File: src/rtl/sp_bank_driver_pkg.sv
// Shared types for the scratchpad bank driver: command opcodes, read-request
// types, FSM states and the packed layouts of the two bank request FIFOs.
package sp_bank_driver_pkg;

    localparam int DEF_BITS_PER_ROW = 64;
    localparam int DEF_MAT_S_W      = 3;
    localparam int DEF_ROW_S_W      = 2;
    localparam int DEF_WORD_W       = 32;

    typedef enum logic [1:0] {
        OP_LOAD  = 2'b00,
        OP_STORE = 2'b01,
        OP_FETCH = 2'b10,
        OP_NOP   = 2'b11
    } sp_op_t;

    typedef enum logic [1:0] {
        RREQ_DRAM = 2'b00,
        RREQ_GEMM = 2'b01
    } rreq_type_t;

    typedef enum logic [1:0] {
        ST_IDLE,
        ST_LOAD,
        ST_RDREQ,
        ST_DONE
    } drv_state_t;

    // Write-FIFO entry: {pad, matrix, row, row data}
    typedef struct packed {
        logic                        pad;
        logic [DEF_MAT_S_W-1:0]      mat;
        logic [DEF_ROW_S_W-1:0]      row;
        logic [DEF_BITS_PER_ROW-1:0] data;
    } wfifo_pkt_t;

    // Read-request FIFO entry: {type, matrix, row, DRAM address}
    typedef struct packed {
        rreq_type_t                  rtype;
        logic [DEF_MAT_S_W-1:0]      mat;
        logic [DEF_ROW_S_W-1:0]      row;
        logic [DEF_WORD_W-1:0]       addr;
    } rfifo_pkt_t;

endpackage

File: src/rtl/sp_bank_driver_resp_slot.sv
// One-entry valid/ready output register fed from a first-word-fall-through
// FIFO. A new entry is popped whenever the slot is empty or being drained in
// the same cycle, so a continuously ready consumer sees full throughput.
module sp_resp_slot
    import sp_bank_driver_pkg::*;
#(
    parameter int W = 8
) (
    input  logic         clk,
    input  logic         nRst,
    input  logic         fifoEmpty,
    input  logic [W-1:0] fifoData,
    output logic         fifoRen,
    output logic         outValid,
    output logic [W-1:0] outPkt,
    input  logic         outReady
);

    assign fifoRen = !fifoEmpty && (!outValid || outReady);

    // Load the slot on a pop, otherwise release it once the consumer takes it
    always_ff @(posedge clk) begin
        if (!nRst) begin
            outValid <= 1'b0;
            outPkt   <= '0;
        end else if (fifoRen) begin
            outValid <= 1'b1;
            outPkt   <= fifoData;
        end else if (outReady) begin
            outValid <= 1'b0;
        end
    end

endmodule

File: src/rtl/sp_bank_driver.sv
// Requester-side engine for one scratchpad bank. Expands whole-matrix LOAD,
// STORE and FETCH commands into per-row FIFO pushes and drains the bank's
// DRAM and GEMM response FIFOs into registered valid/ready outputs.
module sp_bank_driver
    import sp_bank_driver_pkg::*;
#(
    parameter int BITS_PER_ROW = DEF_BITS_PER_ROW,
    parameter int MAT_S_W      = DEF_MAT_S_W,
    parameter int ROW_S_W      = DEF_ROW_S_W,
    parameter int WORD_W       = DEF_WORD_W
) (
    input  logic                                        CLK,
    input  logic                                        nRST,
    input  logic                                        cmd_valid,
    output logic                                        cmd_ready,
    input  logic [1:0]                                  cmd_op,
    input  logic [MAT_S_W-1:0]                          cmd_mat,
    input  logic [WORD_W-1:0]                           cmd_addr,
    input  logic                                        ld_valid,
    output logic                                        ld_ready,
    input  logic [BITS_PER_ROW-1:0]                     ld_data,
    output logic                                        done,
    output logic                                        wFIFO_WEN,
    output logic [BITS_PER_ROW+MAT_S_W+ROW_S_W:0]       wFIFO_wdata,
    input  logic                                        wFIFO_full,
    output logic                                        rFIFO_WEN,
    output logic [WORD_W+MAT_S_W+ROW_S_W+1:0]           rFIFO_wdata,
    input  logic                                        rFIFO_full,
    output logic                                        dramFIFO_REN,
    input  logic                                        dramFIFO_empty,
    input  logic [WORD_W+BITS_PER_ROW+MAT_S_W+ROW_S_W-1:0] dramFIFO_rdata,
    output logic                                        gemmFIFO_REN,
    input  logic                                        gemmFIFO_empty,
    input  logic [BITS_PER_ROW+MAT_S_W+ROW_S_W+1:0]     gemmFIFO_rdata,
    input  logic                                        gemm_complete,
    output logic                                        st_valid,
    output logic [WORD_W+BITS_PER_ROW+MAT_S_W+ROW_S_W-1:0] st_pkt,
    input  logic                                        st_ready,
    output logic                                        gm_valid,
    output logic [BITS_PER_ROW+MAT_S_W+ROW_S_W+1:0]     gm_pkt,
    input  logic                                        gm_ready,
    output logic                                        gemm_done
);

    localparam int ROWS      = 1 << ROW_S_W;
    localparam int ROW_BYTES = BITS_PER_ROW / 8;
    localparam int DRAM_W    = WORD_W + BITS_PER_ROW + MAT_S_W + ROW_S_W;
    localparam int GEMM_W    = BITS_PER_ROW + MAT_S_W + ROW_S_W + 2;

    drv_state_t          state;
    sp_op_t              curOp;
    logic [MAT_S_W-1:0]  curMat;
    logic [WORD_W-1:0]   baseAddr;
    logic [ROW_S_W-1:0]  row;
    logic                cmdReadyReg;
    logic                doneReg;
    logic                gemmDoneReg;

    logic                lastRow;
    logic                loadPush;
    logic                reqPush;
    logic [1:0]          reqType;
    logic [WORD_W-1:0]   reqAddr;

    assign lastRow  = (row == ROW_S_W'(ROWS - 1));
    assign loadPush = (state == ST_LOAD) && ld_valid && !wFIFO_full;
    assign reqPush  = (state == ST_RDREQ) && !rFIFO_full;
    assign reqType  = (curOp == OP_FETCH) ? RREQ_GEMM : RREQ_DRAM;
    assign reqAddr  = baseAddr + WORD_W'(row) * WORD_W'(ROW_BYTES);

    assign ld_ready    = (state == ST_LOAD) && !wFIFO_full;
    assign wFIFO_WEN   = loadPush;
    assign wFIFO_wdata = {1'b0, curMat, row, ld_data};
    assign rFIFO_WEN   = reqPush;
    assign rFIFO_wdata = {reqType, curMat, row, reqAddr};
    assign cmd_ready   = cmdReadyReg;
    assign done        = doneReg;
    assign gemm_done   = gemmDoneReg;

    // Command FSM: latch a command, step one row per accepted push, pulse done
    always_ff @(posedge CLK) begin
        if (!nRST) begin
            state       <= ST_IDLE;
            curOp       <= OP_NOP;
            curMat      <= '0;
            baseAddr    <= '0;
            row         <= '0;
            cmdReadyReg <= 1'b1;
            doneReg     <= 1'b0;
        end else begin
            doneReg <= 1'b0;
            case (state)
                ST_IDLE: begin
                    if (cmd_valid && cmdReadyReg) begin
                        curOp       <= sp_op_t'(cmd_op);
                        curMat      <= cmd_mat;
                        baseAddr    <= cmd_addr;
                        row         <= '0;
                        cmdReadyReg <= 1'b0;
                        case (sp_op_t'(cmd_op))
                            OP_LOAD: state <= ST_LOAD;
                            OP_NOP:  state <= ST_DONE;
                            default: state <= ST_RDREQ;
                        endcase
                    end
                end
                ST_LOAD: begin
                    if (loadPush) begin
                        row <= row + ROW_S_W'(1);
                        if (lastRow) state <= ST_DONE;
                    end
                end
                ST_RDREQ: begin
                    if (reqPush) begin
                        row <= row + ROW_S_W'(1);
                        if (lastRow) state <= ST_DONE;
                    end
                end
                ST_DONE: begin
                    doneReg     <= 1'b1;
                    cmdReadyReg <= 1'b1;
                    state       <= ST_IDLE;
                end
                default: begin
                    cmdReadyReg <= 1'b1;
                    state       <= ST_IDLE;
                end
            endcase
        end
    end

    // Registered copy of the bank's GEMM completion flag
    always_ff @(posedge CLK) begin
        if (!nRST) gemmDoneReg <= 1'b0;
        else       gemmDoneReg <= gemm_complete;
    end

    sp_resp_slot #(.W(DRAM_W)) dramSlot (
        .clk      (CLK),
        .nRst     (nRST),
        .fifoEmpty(dramFIFO_empty),
        .fifoData (dramFIFO_rdata),
        .fifoRen  (dramFIFO_REN),
        .outValid (st_valid),
        .outPkt   (st_pkt),
        .outReady (st_ready)
    );

    sp_resp_slot #(.W(GEMM_W)) gemmSlot (
        .clk      (CLK),
        .nRst     (nRST),
        .fifoEmpty(gemmFIFO_empty),
        .fifoData (gemmFIFO_rdata),
        .fifoRen  (gemmFIFO_REN),
        .outValid (gm_valid),
        .outPkt   (gm_pkt),
        .outReady (gm_ready)
    );

endmodule

File: config.mk
export PLATFORM = sky130hd
export DESIGN_NAME = sp_bank_driver
export DESIGN_NICKNAME = d
export VERILOG_FILES = /design/src/rtl/sp_bank_driver_pkg.sv /design/src/rtl/sp_bank_driver_resp_slot.sv /design/src/rtl/sp_bank_driver.sv
export SDC_FILE = /design/constraint.sdc
export NUM_CORES = 1
export LEC_CHECK = 0
export BUFFER_PORTS_ARGS = -buffer_cell sky130_fd_sc_hd__buf_4
export CORE_AREA = 2 2 222 224
export DETAILED_ROUTE_END_ITERATION = 6
export DIE_AREA = 0 0 224 226
export PLACE_DENSITY = 0.41
export SLEW_MARGIN = 20
export SYNTH_ARGS = -nofsm -noshare
export SYNTH_HDL_FRONTEND = slang
export SYNTH_SLANG_ARGS = --single-unit
File: constraint.sdc
create_clock -name CLK -period 5.3 [get_ports CLK]
set_input_delay 1.06 -clock CLK [delete_from_list [all_inputs] [get_ports CLK]]
set_output_delay 1.06 -clock CLK [all_outputs]
set_load 0.005 [all_outputs]
==> results of run 1 <==
==> cell usage in the layout, fill, tap and decap left out, types with 2 or more instances in the layout <==
cell and n:
clkbuf_8 6, nand2b_1 4, o211ai_1 2, nand3_1 6
mux2i_1 2, inv_1 9, ha_1 9, nand2_1 428
xor2_1 7, nor2_1 6, a21boi_1 23, bufinv_16 2
conb_1 2, clkbuf_16 29, buf_4 451, and3_1 4
dfxtp_1 218, a21oi_1 3, clkinv_2 5, clkbuf_1 10
xnor2_1 20, and2_1 7, and4b_1 2, a21boi_0 187
nor2b_1 8, nand4_1 12
==> metal layers <==
metal	vias up	wire length, um	track usage [%]
li1	4214	-	-
met1	3790	13800	14.8
met2	313	15700	21.1
met3	46	3460	5.52
met4	0	702	3.68
met5	-	0	0
==> tightest hold or removal path: stages (launching register included) <==
cell and delay (ps):
dfxtp_1 300, nand2_1 50, a21boi_1 50
==> synth_stat cells (all sizes together), types with 2 or more instances <==
cell     count  share of area (%)
a2111oi      2               0.26
nor2         6               0.24
xnor2       20                1.9
nor3         2               0.16
nand4       13               0.94
nand2      428                 17
and4b        2               0.22
and2         7               0.47
a21boi     210                 17
clkbuf      67                2.7
inv         11               0.45
nand2b       6               0.40
mux2i        2               0.22
xor2         7               0.66
nor2b        8               0.54
o211ai       2               0.16
and3         5               0.34
nand3        6               0.32
a21oi        3               0.16
ha           9                1.2
dfxtp      218                 47
buf         78                6.2
==> area by class of cell <==
cell class / instances / share of cell area (%)
timing repair buffer: 452 / 25.1
tap: 622 / 5.73
antenna: 1 / 0.0184
sequential: 218 / 32.1
clock buffer: 45 / 6.23
multi-input combinational: 748 / 29.9
clock inverter: 7 / 0.654
inverter: 11 / 0.313
==> logic make-up after synthesis <==
kind of cell | share of synthesized area [%]
other | 0.0405
DFF | 47.1
muxes | 0.216
adders and majority gates | 1.43
and+or+nand+nor | 21.4
AOI/OAI and AO/OA | 18.0
buffers and inverters | 9.33
xor gates and xnor gates | 2.55
==> worst paths after layout <==
check | start | endpoint | slack (ps)
max | row[0] | rFIFO_wdata[29] | 1180
min | dramSlot.outPkt[95] | dramSlot.outPkt[95] | 450
max reg2reg | dramSlot.outValid | dramSlot.outPkt[6] | 2920
min reg2reg | dramSlot.outPkt[95] | dramSlot.outPkt[95] | 450
==> report_power, final <==
| part | switching [mW] | internal (mW) |
|---|---|---|
| Combinational | 0.454 | 0.474 |
| Clock | 0.763 | 1.18 |
| Sequential | 0.111 | 1.78 |
==> state kept, by name (all words and copies together), names as in the netlist <==
signal / cells
gemmSlot.outValid: 1
done: 1
gemmSlot.outPkt: 71
gemm_done: 1
row: 2
cmd_ready: 1
dramSlot.outValid: 1
dramSlot.outPkt: 101
baseAddr: 32
state: 2
curOp: 2
curMat: 3
==> results.cfg, run 1 <==
[outcome]
outcome = finished clean

[drt]
drcViolationCount = 0
drt_first_pass_iters = 4
post_drt_wl_per_cell_um = 16.0
drt-total-wl_mm = 33.6
vias_per_cell = 3.97
vias = 8363
dr.first_iter.drc_count = 264
final_antenna_net_count = 0

[pwr]
leakage_nw = 5.99
power.density_mw_per_mm2 = 351
finalPower_mw = 4.77
irDropWorstVdd_mv = 0.195

[layout]
syn_to_final_growth_pct = 46.5
final_area_mm2 = 0.0136
instances_no_fill = 2104
nNetsFinal = 1754
final_layout_size_suffix_gt1_share_pct = 34.0
multi_input_area_mm2 = 0.00406
fin_util_pct = 28.1
regArea_mm2 = 0.00436
fill_cells = 5291

[clock_network]
cts_resized = 0
cts_setup_buffers = 0
htree_num_levels = 1
ctsLongestPathBuffers = 3
cts_sinks = 218
cts_tree = built
clock-root-buffer = clkbuf_16
cts-buffers-inserted = 29
clk-insertion-delay-late_ps = 560
clk_pin_slew_worst_paths_ps = 50
hold_buffers = 0

[grt]
grt_pass1_vias = 8403
antenna_found_initial = 0
grt_max_degree = 119
grt_pass1_wl_mm = 50.4
track_usage_pct = 12.7
grt.overflow.total = 0

[critical_path]
cp_max_fo = 7
start_kind = register
required_ps = 4240
critPathArrivalTime_ps = 3060
slowest_delay_ps = 460
rr_worst_depth = 6
crit_chain = ha_1 > inv_1 > fa_1 > and4b_1 > nor4b_4 > and4b_1 > xor2_1 > buf_4
path_common_cell = and4b_1
worstSetupEndpointType = output pin
crit_family = simple AND/OR/NAND/NOR gates
path_buf_inv = 2
crit_cells = 8
crit_slowest_cell = nor4b_4
crit_type = register to output pin

[logic_synthesis]
synthCells = 1121
seq_area_frac_synth_pct = 47.1
yosys_warnings = 0
avgSynthCellArea_um2 = 8.27
synthFlopType = dfxtp_1
synth-edff-count = 0
yosysUniqueCellTypes = 38
synth_seq_cells = 218
synth-async-reset-ratio_pct = 0
syn_area_mm2 = 0.00927

[run]
drv_cap = 0

[timing]
setup_viol = 0
period_share_pct = 77.8
tns_ps = 0
hold_violations = 0
slew_violations = 0
finalWorstSetupSlack_ps = 1180
worst_slew_pin_slew_ps = 848
worst_clock_skew_ps = 12.1
holdWs_ps = 451
period_minus_slack_ps = 4120
rsz0062_at_grt = no
slew_headroom_pct = 43.4
timing.fmax_mhz = 243

[place]
dpl_cell_area_mm2 = 0.0126
routabilityCongestion = 0.762
placed_cells = 2051
portBuffers = 444
pre_cts_ws_ps = 1590
dp_hpwl_mm = 23.8

[die]
core-area_mm2 = 0.0483
rows = 81
die_area_mm2 = 0.0506
die_y_um = 226
io_pins = 575
start_util_pct = 19.2
die_x_um = 224

[min_path]
hold_path_class = register to register
hold_depth = 2
Power figures use the tool's default switching activity.
==> inputs of run 2 (changes only) <==
--- a/config.mk
+++ b/config.mk
@@ -6,10 +6,10 @@
 export NUM_CORES = 1
 export LEC_CHECK = 0
 export BUFFER_PORTS_ARGS = -buffer_cell sky130_fd_sc_hd__buf_4
-export CORE_AREA = 2 2 222 224
+export CORE_AREA = 2 2 223 225
 export DETAILED_ROUTE_END_ITERATION = 6
-export DIE_AREA = 0 0 224 226
-export PLACE_DENSITY = 0.41
+export DIE_AREA = 0 0 225 227
+export PLACE_DENSITY = 0.42
 export SLEW_MARGIN = 20
 export SYNTH_ARGS = -nofsm -noshare
 export SYNTH_HDL_FRONTEND = slang
==> constraint.sdc (replaced) <==
create_clock -name CLK -period 3.5 [get_ports CLK]
set_input_delay 0.7 -clock CLK [delete_from_list [all_inputs] [get_ports CLK]]
set_output_delay 0.7 -clock CLK [all_outputs]
set_load 0.005 [all_outputs]
==> run 2 against run 1 <==
Net effect: global-route usage fell by 0.61 points; sequential cell count stayed put; sequential power rose by 52%; sequential share of layout area about the same; critical endpoint unchanged; cell count about the same; critical path depth increased by 1; setup slack worse by 1000 ps; largest power group is now registers; combinational power up 55%; clock power increased by 38%; design area about the same; routed wire length fell by 2.7%; utilization decreased by 0.11 points.
==> results.cfg, run 2 (synthesized netlist as in run 1, its figures left out) <==
[outcome]
outcome = finished clean

[pwr]
irDropWorstVdd_mv = 0.322
power.density_mw_per_mm2 = 515
leakage_nw = 6.00
finalPower_mw = 7.00

[timing]
setup_viol = 0
slew_headroom_pct = 39.9
period_minus_slack_ps = 3340
worst_slew_pin_slew_ps = 902
slew_violations = 0
period_share_pct = 95.5
finalWorstSetupSlack_ps = 157
worst_clock_skew_ps = 28.2
hold_violations = 0
timing.fmax_mhz = 299
tns_ps = 0

[critical_path]
crit_type = register to output pin
rr_worst_depth = 6
cp_max_fo = 6
ff2ff_setup_slack_ps = 1620
critPathArrivalTime_ps = 2640
start_kind = register
r2r-start = state[0]
worstSetupEndpointType = output pin
required_ps = 2800
r2r_end = state[1]

[die]
die_area_mm2 = 0.0511
core-area_mm2 = 0.0485
io_pins = 575
start_util_pct = 19.1
die_y_um = 227
die_x_um = 225
rows = 81

[layout]
top_regs = dramSlot.outPkt: 101 flops, gemmSlot.outPkt: 71 flops, baseAddr: 32 flops
final_layout_size_suffix_gt1_share_pct = 34.7
final_common_cell = buf_4
most-common-layout-cells = buf_4, nand2_1, dfxtp_1, a21boi_0, clkbuf_16
nNetsFinal = 1757
fin_util_pct = 28.0
syn_to_final_growth_pct = 46.6
final_area_mm2 = 0.0136
regArea_mm2 = 0.00437
antenna_cells = 0
multi_input_area_mm2 = 0.00408
max_flop_register = dramSlot.outPkt
largest_reg_flops = 101
fill_cells = 5375

[grt]
track_usage_pct = 12.1
grt_pass1_wl_mm = 49.1
grt.overflow.total = 0
antenna_found_initial = 0
grt_pass1_vias = 8316
grt_max_degree = 124

[run]
drv_cap = 0

[clock_network]
htree_num_levels = 1
clk-insertion-delay-late_ps = 560
clock-root-buffer = clkbuf_16
ctsLongestPathBuffers = 3
cts_tree = built
cts_sinks = 218
clk_pin_slew_worst_paths_ps = 60
cts-buffers-inserted = 26

[place]
dp_hpwl_mm = 23.8
routabilityCongestion = 0.807
dpl_cell_area_mm2 = 0.0127
pre_cts_ws_ps = 403
portBuffers = 444

[drt]
vias_per_cell = 3.99
final_antenna_net_count = 0
post_drt_wl_per_cell_um = 15.6
vias = 8378
drcViolationCount = 0
drt_first_pass_iters = 4
dr.first_iter.drc_count = 374
drt-total-wl_mm = 32.7

[min_path]
worstHoldStart = dramFIFO_empty
min_to = dramSlot.outValid
hold_path_class = primary input to register
hold_depth = 2
-- run 2: power breakdown --
| part | internal [mW] | switching, mW |
|---|---|---|
| clock | 1.60 | 1.10 |
| sequential | 2.70 | 0.169 |
| combinational | 0.737 | 0.701 |
-- run 2: how the worst max path moves through the flow --
stage                      from               to  slack (ps)
floorplan                row[0]  rFIFO_wdata[29]         760
global route        baseAddr[3]  rFIFO_wdata[25]          -3
global placement         row[0]  rFIFO_wdata[29]         450
CTS                 baseAddr[3]  rFIFO_wdata[25]           5
finish              baseAddr[3]  rFIFO_wdata[29]         160
detailed placement       row[1]  rFIFO_wdata[29]         400
-- run 2: area by class of cell --
cell class / instances / area share [%]
clock inverter: 5 / 0.451
inverter: 11 / 0.313
clock buffer: 40 / 5.76
timing repair buffer: 458 / 25.6
sequential: 218 / 32.1
tap: 622 / 5.73
multi-input combinational: 748 / 30.0
-- run 2: stage by stage --
step	instances	hold slack, ps
detailed placement	2054	445
global placement	2054	441
CTS	2101	313
finish	2102	362
floorplan	1122	444
global route	2102	346
-- run 2: routing by layer --
| metal | vias up | track usage, % | wire length, um |
|---|---|---|---|
| met4 | 0 | 4.23 | 1030 |
| li1 | 4211 | - | - |
| met5 | - | 0 | 0 |
| met2 | 291 | 20.6 | 15800 |
| met3 | 55 | 4.23 | 2710 |
| met1 | 3821 | 14.1 | 13200 |
-- run 2: critical path, stage by stage, from the launching register on --
cell     delay, ps
dfxtp_2        350
ha_4           140
inv_2           30
fa_2           360
and4b_2        340
nor4b_4        200
buf_4          190
and4b_1        210
xor2_1         150
buf_4          130
-- run 2: what timing repair did --
action,in CTS,in global routing
gates resized for setup,3,6
hold buffers,0,0
pin swaps,1,3
endpoints found under the setup margin,7,5
buffers inserted,2,1
==> inputs of run 3 (changes only) <==
--- a/config.mk
+++ b/config.mk
@@ -6,10 +6,12 @@
 export NUM_CORES = 1
 export LEC_CHECK = 0
 export BUFFER_PORTS_ARGS = -buffer_cell sky130_fd_sc_hd__buf_4
-export CORE_AREA = 2 2 223 225
+export CELL_PAD_IN_SITES_DETAIL_PLACEMENT = 0
+export CELL_PAD_IN_SITES_GLOBAL_PLACEMENT = 1
+export CORE_AREA = 2 2 225 227
 export DETAILED_ROUTE_END_ITERATION = 6
-export DIE_AREA = 0 0 225 227
-export PLACE_DENSITY = 0.42
+export DIE_AREA = 0 0 227 229
+export PLACE_DENSITY = 0.56
 export SLEW_MARGIN = 20
 export SYNTH_ARGS = -nofsm -noshare
 export SYNTH_HDL_FRONTEND = slang
==> run 3 against run 2 <==
Net effect: utilization decreased by 0.27 points; highest routed layer unchanged; global-route usage shrank 0.39 points; design area grew 1.3%; largest cell class unchanged; first-iteration DRC count fell by 28%; power rose by 2.3%; largest power group unchanged.
==> results.cfg, run 3 (synthesized netlist as in run 1, its figures left out) <==
[outcome]
outcome = finished clean

[layout]
instances_no_fill = 2159
syn_to_final_growth_pct = 48.5
final_layout_size_suffix_gt1_share_pct = 34.9
final_common_cell = buf_4
nNetsFinal = 1763
antenna_cells = 0
max_flop_register = dramSlot.outPkt
most-common-layout-cells = buf_4, nand2_1, dfxtp_1, a21boi_0, clkbuf_16
largest_reg_flops = 101
top_regs = dramSlot.outPkt: 101 flops, gemmSlot.outPkt: 71 flops, baseAddr: 32 flops

[timing]
worst_slew_pin_slew_ps = 817
timing.fmax_mhz = 299
period_share_pct = 95.5
hold_violations = 0
rsz0062_at_grt = yes
setup_viol = 0
slew_headroom_pct = 45.5
holdWs_ps = 345
worst_clock_skew_ps = 9.47
slew_violations = 0
finalWorstSetupSlack_ps = 158
period_minus_slack_ps = 3340

[min_path]
hold_path_class = primary input to register
worstHoldStart = gemmFIFO_empty

[clock_network]
htree_num_levels = 1
cts_sinks = 218
hold_buffers = 0
clk_pin_slew_worst_paths_ps = 60
clock-root-buffer = clkbuf_16
cts_tree = built
cts-buffers-inserted = 28
ctsLongestPathBuffers = 3
clk-insertion-delay-late_ps = 550

[drt]
drt_first_pass_iters = 6
dr.first_iter.drc_count = 268
drt-total-wl_mm = 32.1
vias = 8403
final_antenna_net_count = 0
post_drt_wl_per_cell_um = 14.9
drcViolationCount = 0
vias_per_cell = 3.89

[critical_path]
crit_type = register to output pin
worstSetupEndpointType = output pin
crit_slowest_cell = dfxtp_2
r2r-start = state[0]
crit_chain = ha_4 > inv_2 > fa_2 > and4b_2 > nor4b_4 > buf_6 > and4b_1 > xor2_1 > buf_4
required_ps = 2800
cp_max_fo = 7
slowest_delay_ps = 350
start_kind = register
critPathArrivalTime_ps = 2640
cp-startpoint = baseAddr[3]

[die]
rows = 82
die_area_mm2 = 0.0520
io_pins = 575
start_util_pct = 18.7
die_y_um = 229
core-area_mm2 = 0.0497
die_x_um = 227

[pwr]
p_int_mw = 5.17
pwr-share-clk_pct = 39.8
pwr-share-seq_pct = 40.0
irDropWorstVdd_mv = 0.243
pwr-share-comb_pct = 20.2
p_sw_share_pct = 27.9
leakage_nw = 6.04
power_switching_mw = 2.00
power.density_mw_per_mm2 = 521

[place]
dp_hpwl_mm = 22.9
pre_cts_ws_ps = 426
placed_cells = 2107
routabilityCongestion = 0.728
portBuffers = 444

[grt]
grt_pass1_wl_mm = 47.9
antenna_found_initial = 0
grt.overflow.total = 0
grt_pass1_vias = 8231
grt_max_degree = 102
track_usage_pct = 11.7

[run]
drv_cap = 0
## run 3: final timing paths
path	endpoint	slack, ps	cells after the start
worst max-delay path	rFIFO_wdata[29]	160	9
worst min register to register	dramSlot.outPkt[58]	450	2
worst max register to register	baseAddr[12]	1490	6
worst min-delay path	gemmSlot.outValid	350	2
## run 3: area by class of cell
class | instances | area (um^2)
clock buffers | 42 | 845
clock inverters | 6 | 61.3
fillers | 5519 | 35900
inverters | 11 | 42.5
multi-input cells | 748 | 4070
flip-flops and latches | 218 | 4370
well taps | 672 | 841
repair buffers | 462 | 3530
## run 3: metrics by stage
step	TNS [ps]	util, %	cell area (um^2)	power (mW)
global placement	0	25.8	12800	4.38
global route	-3.57	27.7	13800	7.61
floorplan	0	-	9270	3.66
finish	0	27.7	13800	7.17
detailed placement	0	25.8	12800	4.39
CTS	0	27.6	13700	7.34
## run 3: worst max-delay path: cells and delay by family (launching register included)
family	cells	cell delay (ps)
xor+xnor	1	160
buf+inv	3	330
simple gates	3	760
flops	1	350
fa+ha+maj	2	490
## run 3: power groups by stage
| stage | Combinational (mW) | Clock [mW] | Sequential, mW |
|---|---|---|---|
| final | 1.45 | 2.85 | 2.87 |
| after global placement | 1.46 | 0 | 2.92 |
| after floorplan | 0.762 | 0 | 2.90 |
| after detailed placement | 1.47 | 0 | 2.92 |
| after CTS | 1.47 | 3.00 | 2.87 |
| after global routing | 1.63 | 3.08 | 2.90 |
## run 3: metal layers
| metal | GRT usage (%) | vias to the layer above | share of wire, % |
|---|---|---|---|
| li1 | - | 4226 | - |
| met1 | 13.1 | 3817 | 40 |
| met2 | 20.2 | 306 | 47 |
| met3 | 4.34 | 54 | 9.8 |
| met4 | 4.06 | 0 | 2.8 |
| met5 | 0 | - | 0 |
## run 3: what timing repair did
action / in CTS / in global routing
pin swaps: 0 / 2
endpoints found under the setup margin: 7 / 5
gates resized for setup: 6 / 4
buffers inserted: 0 / 4
